`config.mk`:
```
export PLATFORM = sky130hd
export DESIGN_NAME = fifo_push_arbiter_flat
export DESIGN_NICKNAME = d
export VERILOG_FILES = /design/src/rtl/fifo_push_arbiter_if.sv /design/src/rtl/fifo_push_arbiter.sv /design/src/flat_wrapper.sv
export SDC_FILE = /design/constraint.sdc
export NUM_CORES = 1
export LEC_CHECK = 0
export CORE_ASPECT_RATIO = 1.1
export CORE_MARGIN = 2
export CORE_UTILIZATION = 30
export DETAILED_ROUTE_END_ITERATION = 7
export PLACE_DENSITY = 0.9
export RECOVER_POWER = 100
export SYNTH_ARGS = -nofsm -noshare
export SYNTH_HDL_FRONTEND = slang
export SYNTH_SLANG_ARGS = --single-unit
export TNS_END_PERCENT = 20
```
`constraint.sdc`:
```
create_clock -name clk -period 3.27 [get_ports clk]
set_clock_uncertainty 0.1 [all_clocks]
set_input_delay 0.8175 -clock clk [delete_from_list [all_inputs] [get_ports clk]]
set_output_delay 0.8175 -clock clk [all_outputs]
set_load 0.02 [all_outputs]
```
`src/rtl/fifo_push_arbiter_if.sv`:
```
// Push-side bundle between N_REQ producers, the FIFO full flag and the push arbiter.
// The master side drives requests/data/full; the slave side (the arbiter) drives grant and push.
interface fifo_push_arbiter_if #(
  parameter int unsigned N_REQ = 4,
  parameter int unsigned DW    = 16
);
  localparam int unsigned IW = (N_REQ > 1) ? $clog2(N_REQ) : 1;

  logic [N_REQ-1:0]    req;
  logic [N_REQ-1:0]    last;
  logic [N_REQ*DW-1:0] data_in;
  logic                full;
  logic [N_REQ-1:0]    gnt;
  logic                push;
  logic [DW-1:0]       push_data;
  logic [IW-1:0]       owner;
  logic                busy;

  modport master (
    output req, last, data_in, full,
    input  gnt, push, push_data, owner, busy
  );

  modport slave (
    input  req, last, data_in, full,
    output gnt, push, push_data, owner, busy
  );
endinterface

```
`src/rtl/fifo_push_arbiter.sv`:
```
// Round-robin arbiter sharing one FIFO push port among N_REQ producers.
// A winner keeps the port for a burst of at most MAX_BURST beats, then re-arbitrates.
module fifo_push_arbiter #(
  parameter int unsigned N_REQ     = 4,
  parameter int unsigned DW        = 16,
  parameter int unsigned MAX_BURST = 4
) (
  input  logic               clk,
  input  logic               rst,
  fifo_push_arbiter_if.slave bus
);
  localparam int unsigned IW = (N_REQ > 1) ? $clog2(N_REQ) : 1;
  localparam int unsigned CW = $clog2(MAX_BURST) + 1;

  typedef enum logic {
    S_IDLE  = 1'b0,
    S_BURST = 1'b1
  } state_t;

  state_t           r_state, w_state_nxt;
  logic [IW-1:0]    r_ptr, w_ptr_nxt;
  logic [IW-1:0]    r_owner, w_owner_nxt;
  logic [CW-1:0]    r_beat_cnt, w_beat_cnt_nxt;
  logic [IW-1:0]    w_winner;
  logic [IW-1:0]    w_idx;
  logic             w_found;
  logic             w_req_own;
  logic             w_last_own;
  logic             w_cap;
  logic             w_push;
  logic [N_REQ-1:0] w_gnt;
  logic [DW-1:0]    w_slice [N_REQ];

  // Rotating priority search: first requester strictly after r_ptr wins
  always_comb begin
    w_winner = '0;
    w_found  = 1'b0;
    w_idx    = '0;
    for (int unsigned k = 1; k <= N_REQ; k++) begin
      w_idx = IW'((32'(r_ptr) + k) % N_REQ);
      if (!w_found && bus.req[w_idx]) begin
        w_winner = w_idx;
        w_found  = 1'b1;
      end
    end
  end

  always_comb begin
    for (int unsigned i = 0; i < N_REQ; i++) begin
      w_slice[i] = bus.data_in[i*DW +: DW];
    end
  end

  assign w_req_own  = bus.req[r_owner];
  assign w_last_own = bus.last[r_owner];
  assign w_cap      = (r_beat_cnt == CW'(MAX_BURST - 1));

  // Next-state and grant/push decode
  always_comb begin
    w_state_nxt    = r_state;
    w_ptr_nxt      = r_ptr;
    w_owner_nxt    = r_owner;
    w_beat_cnt_nxt = r_beat_cnt;
    w_gnt          = '0;
    w_push         = 1'b0;
    case (r_state)
      S_IDLE: begin
        if (w_found && !bus.full) begin
          w_owner_nxt    = w_winner;
          w_beat_cnt_nxt = '0;
          w_state_nxt    = S_BURST;
        end
      end
      S_BURST: begin
        w_gnt[r_owner] = !bus.full;
        w_push         = !bus.full && w_req_own;
        // Withdrawal takes priority over a stall on full
        if (!w_req_own) begin
          w_state_nxt = S_IDLE;
          w_ptr_nxt   = r_owner;
        end else if (w_push) begin
          w_beat_cnt_nxt = r_beat_cnt + CW'(1);
          if (w_last_own || w_cap) begin
            w_state_nxt = S_IDLE;
            w_ptr_nxt   = r_owner;
          end
        end
      end
      default: w_state_nxt = S_IDLE;
    endcase
  end

  always_ff @(posedge clk) begin
    if (rst) begin
      r_state    <= S_IDLE;
      r_ptr      <= IW'(N_REQ - 1);
      r_owner    <= '0;
      r_beat_cnt <= '0;
    end else begin
      r_state    <= w_state_nxt;
      r_ptr      <= w_ptr_nxt;
      r_owner    <= w_owner_nxt;
      r_beat_cnt <= w_beat_cnt_nxt;
    end
  end

  assign bus.gnt       = w_gnt;
  assign bus.push      = w_push;
  assign bus.push_data = w_slice[r_owner];
  assign bus.owner     = r_owner;
  assign bus.busy      = (r_state == S_BURST);
endmodule
```
`src/flat_wrapper.sv`:
```
// flat-port wrapper written by rule: the top's interface ports become plain ports
module fifo_push_arbiter_flat 
#(
  parameter int unsigned N_REQ     = 4,
  parameter int unsigned DW        = 16,
  parameter int unsigned MAX_BURST = 4
)
  (clk, rst, bus_req, bus_last, bus_data_in, bus_full, bus_gnt, bus_push, bus_push_data, bus_owner, bus_busy);
  fifo_push_arbiter_if #(.N_REQ(N_REQ), .DW(DW)) bus_i ();
  input  logic clk;
  input  logic rst;
  input wire logic [$bits(bus_i.req)-1:0] bus_req;
  input wire logic [$bits(bus_i.last)-1:0] bus_last;
  input wire logic [$bits(bus_i.data_in)-1:0] bus_data_in;
  input wire logic [$bits(bus_i.full)-1:0] bus_full;
  output wire logic [$bits(bus_i.gnt)-1:0] bus_gnt;
  output wire logic [$bits(bus_i.push)-1:0] bus_push;
  output wire logic [$bits(bus_i.push_data)-1:0] bus_push_data;
  output wire logic [$bits(bus_i.owner)-1:0] bus_owner;
  output wire logic [$bits(bus_i.busy)-1:0] bus_busy;
  assign bus_i.req = bus_req;
  assign bus_i.last = bus_last;
  assign bus_i.data_in = bus_data_in;
  assign bus_i.full = bus_full;
  assign bus_gnt = bus_i.gnt;
  assign bus_push = bus_i.push;
  assign bus_push_data = bus_i.push_data;
  assign bus_owner = bus_i.owner;
  assign bus_busy = bus_i.busy;
  fifo_push_arbiter #(.N_REQ(N_REQ), .DW(DW), .MAX_BURST(MAX_BURST)) u_core (.clk(clk), .rst(rst), .bus(bus_i));
endmodule
```
==> results.json <==
{
  "postCtsSetupRepairBufs": 0,
  "drc": 0,
  "dr.pass1.iters": 4,
  "hold_buffers": 0,
  "hold_class": "flop to flop",
  "place.gp.congestion": 0.898,
  "vias": 1197,
  "critPathTopFamily": "buffers and inverters",
  "htree_levels": 1,
  "met2_usage_pct": 43.7,
  "num-fill-cells": 233,
  "top_usage_layer": "met2",
  "cts_tree": "done",
  "path_cells": "clkdlybuf4s50_1, mux4_2, dlygate4sd3_1",
  "met3_usage_pct": 6.42,
  "violations": "negative setup slack",
  "dieArea_mm2": 0.00352,
  "grt_max_degree": 26,
  "max_slew_margin_pct": 59.8,
  "cpPeakStageDelay_ns": 0.66,
  "clock_path_buffers": 2,
  "ant_nets": 0,
  "final_area_mm2": 0.00198,
  "ys_ff_latch": 8,
  "seq_area_um2": 160,
  "worstMarginPinSlew_ns": 0.602,
  "cp.required_ns": 2.35,
  "path_clk_slew_ns": 0.05,
  "place_area_mm2": 0.00197,
  "ioPinCount": 99,
  "grt_usage_pct": 23.1,
  "pre_cts_slack_ns": -0.168,
  "die_h_um": 62.0,
  "syn_inst": 86,
  "synth_area_um2": 918,
  "final_common_cell": "clkdlybuf4s50_1",
  "grt_pass1_wl_um": 5920,
  "hold_ws_ns": 0.381,
  "p_leak_nw": 0.776,
  "final_nets": 266,
  "core_mm2": 0.00300,
  "hold_viol": 0,
  "fmax_mhz": 305,
  "startpoint_type": "primary input",
  "fin_crit_ns": 3.28,
  "syn_to_final_growth_pct": 116,
  "syn_nets": 163,
  "status": "finished, violations left",
  "cts_buffers": 3,
  "finish.utilization_pct": 66.1,
  "wire_per_inst_um": 18.9,
  "grt_pass1_vias": 1170,
  "cts_resized": 2,
  "power_mw": 0.501,
  "routed_wl_um": 4170,
  "layout-drive-gt1-share_pct": 16.6,
  "die_w_um": 56.8,
  "slowest_stage": "dlygate4sd3_1",
  "worstSetupPathType": "primary input to output port",
  "antenna_found_initial": 0,
  "synth_edf_count": 0,
  "syn_area_per_cell_um2": 10.7,
  "drv_cap": 0,
  "placedCellCount": 218,
  "cp.arrival_ns": 2.36,
  "root_buffer": "clkbuf_4",
  "final_cells": 221,
  "insertion_delay_ns": 0.25,
  "tns_ns": -0.00577,
  "gr-total-overflow": 0,
  "crit_buf_inv": 2,
  "yosys_most_used_dff": "dfxtp_1",
  "power_per_cell_area_mw_per_mm2": 253,
  "synth_seq_area_share_pct": 17.4,
  "multi_input_area_um2": 693,
  "rsz0062_at_grt": "yes",
  "rows": 21,
  "setup_ws_ns": -0.00577,
  "drt_iter0_drc": 34,
  "via_per_inst": 5.42,
  "cts_sinks": 8,
  "cp-end-kind": "output port",
  "final.period_utilization_pct": 100,
  "final-max-slew-violation-count": 0,
  "most-common-layout-cells": "clkdlybuf4s50_1 (89), mux4_2 (17), buf_4 (8), dfxtp_1 (8), a21oi_1 (7)",
  "synthDistinctLibCells": 30,
  "vdd_drop_max_mv": 0.197,
  "io_buffers": 98,
  "async_reset_ff_share_pct": 0,
  "crit_fanout": 1,
  "setup_violations": 1,
  "synth_warnings": 0,
  "diodes": 0,
  "initial_core_util_pct": 30.7,
  "grtUsageMet1_pct": 25.4,
  "dp_hpwl_um": 3570
}
cell type report:
class | instances | area share (%)
Multi-Input combinational cell | 64 | 35.0
Inverter | 5 | 1.01
Sequential cell | 8 | 8.09
Timing Repair Buffer | 107 | 52.6
Tap cell | 34 | 2.15
Clock buffer | 3 | 1.14
worst paths after layout:
path	endpoint	cells past startpoint	startpoint	slack, ns
min reg2reg	u_core.r_beat_cnt[2]	2	u_core.r_beat_cnt[2]	0.38
max reg2reg	u_core.r_ptr[0]	5	u_core.bus.owner[1]	1.01
max	bus_push_data[6]	3	bus_data_in[6]	-0.006
min	u_core.r_beat_cnt[2]	2	u_core.r_beat_cnt[2]	0.38
metal layers:
layer  routed length (um)  vias up
met3                  367        8
met2                 2110       84
met4                  102        0
met1                 1580      561
li1                     -      544
met5                    0        -
sequential cells by signal (all words and copies together) (netlist names):
signal	cells
u_core.bus.busy	1
u_core.bus.owner	2
u_core.r_beat_cnt	3
u_core.r_ptr	2
worst min-delay path, cell delays in order (launching register included):
cell     delay, ns
dfxtp_1       0.31
nand3_1       0.06
a21oi_1       0.06
Yosys cell counts (all sizes together) (2+ instances only):
library cell,instances,share of area [%]
nand3,3,1.6
nor2b,2,1.4
and3,2,1.4
nand2,4,1.6
a211o,2,1.9
buf,5,3.1
dfxtp,8,17
a21oi,7,3.8
ha,2,2.7
nand2b,3,2.0
nor2,5,2.0
inv,4,1.6
nor3b,2,1.6
clkbuf,4,1.6
mux4,17,42
mux2i,4,4.4
logic make-up (layout without fill, tap and decap cells):
kind of cell | Yosys count | count (layout) | share of synthesized area (%)
AOI/OAI and AO/OA | 17 | 17 | 12.8
adders and majority gates | 2 | 2 | 2.72
buffers and inverters | 14 | 115 | 6.95
DFF | 8 | 8 | 17.4
muxes | 21 | 21 | 46.0
and+or+nand+nor | 24 | 24 | 14.0
power breakdown:
| part | total [mW] | internal (mW) | switching (mW) |
|---|---|---|---|
| Combinational | 0.315 | 0.193 | 0.122 |
| Clock | 0.0731 | 0.0418 | 0.0312 |
| Sequential | 0.112 | 0.104 | 0.00784 |
Note: power is estimated with default switching activity, not from simulation.
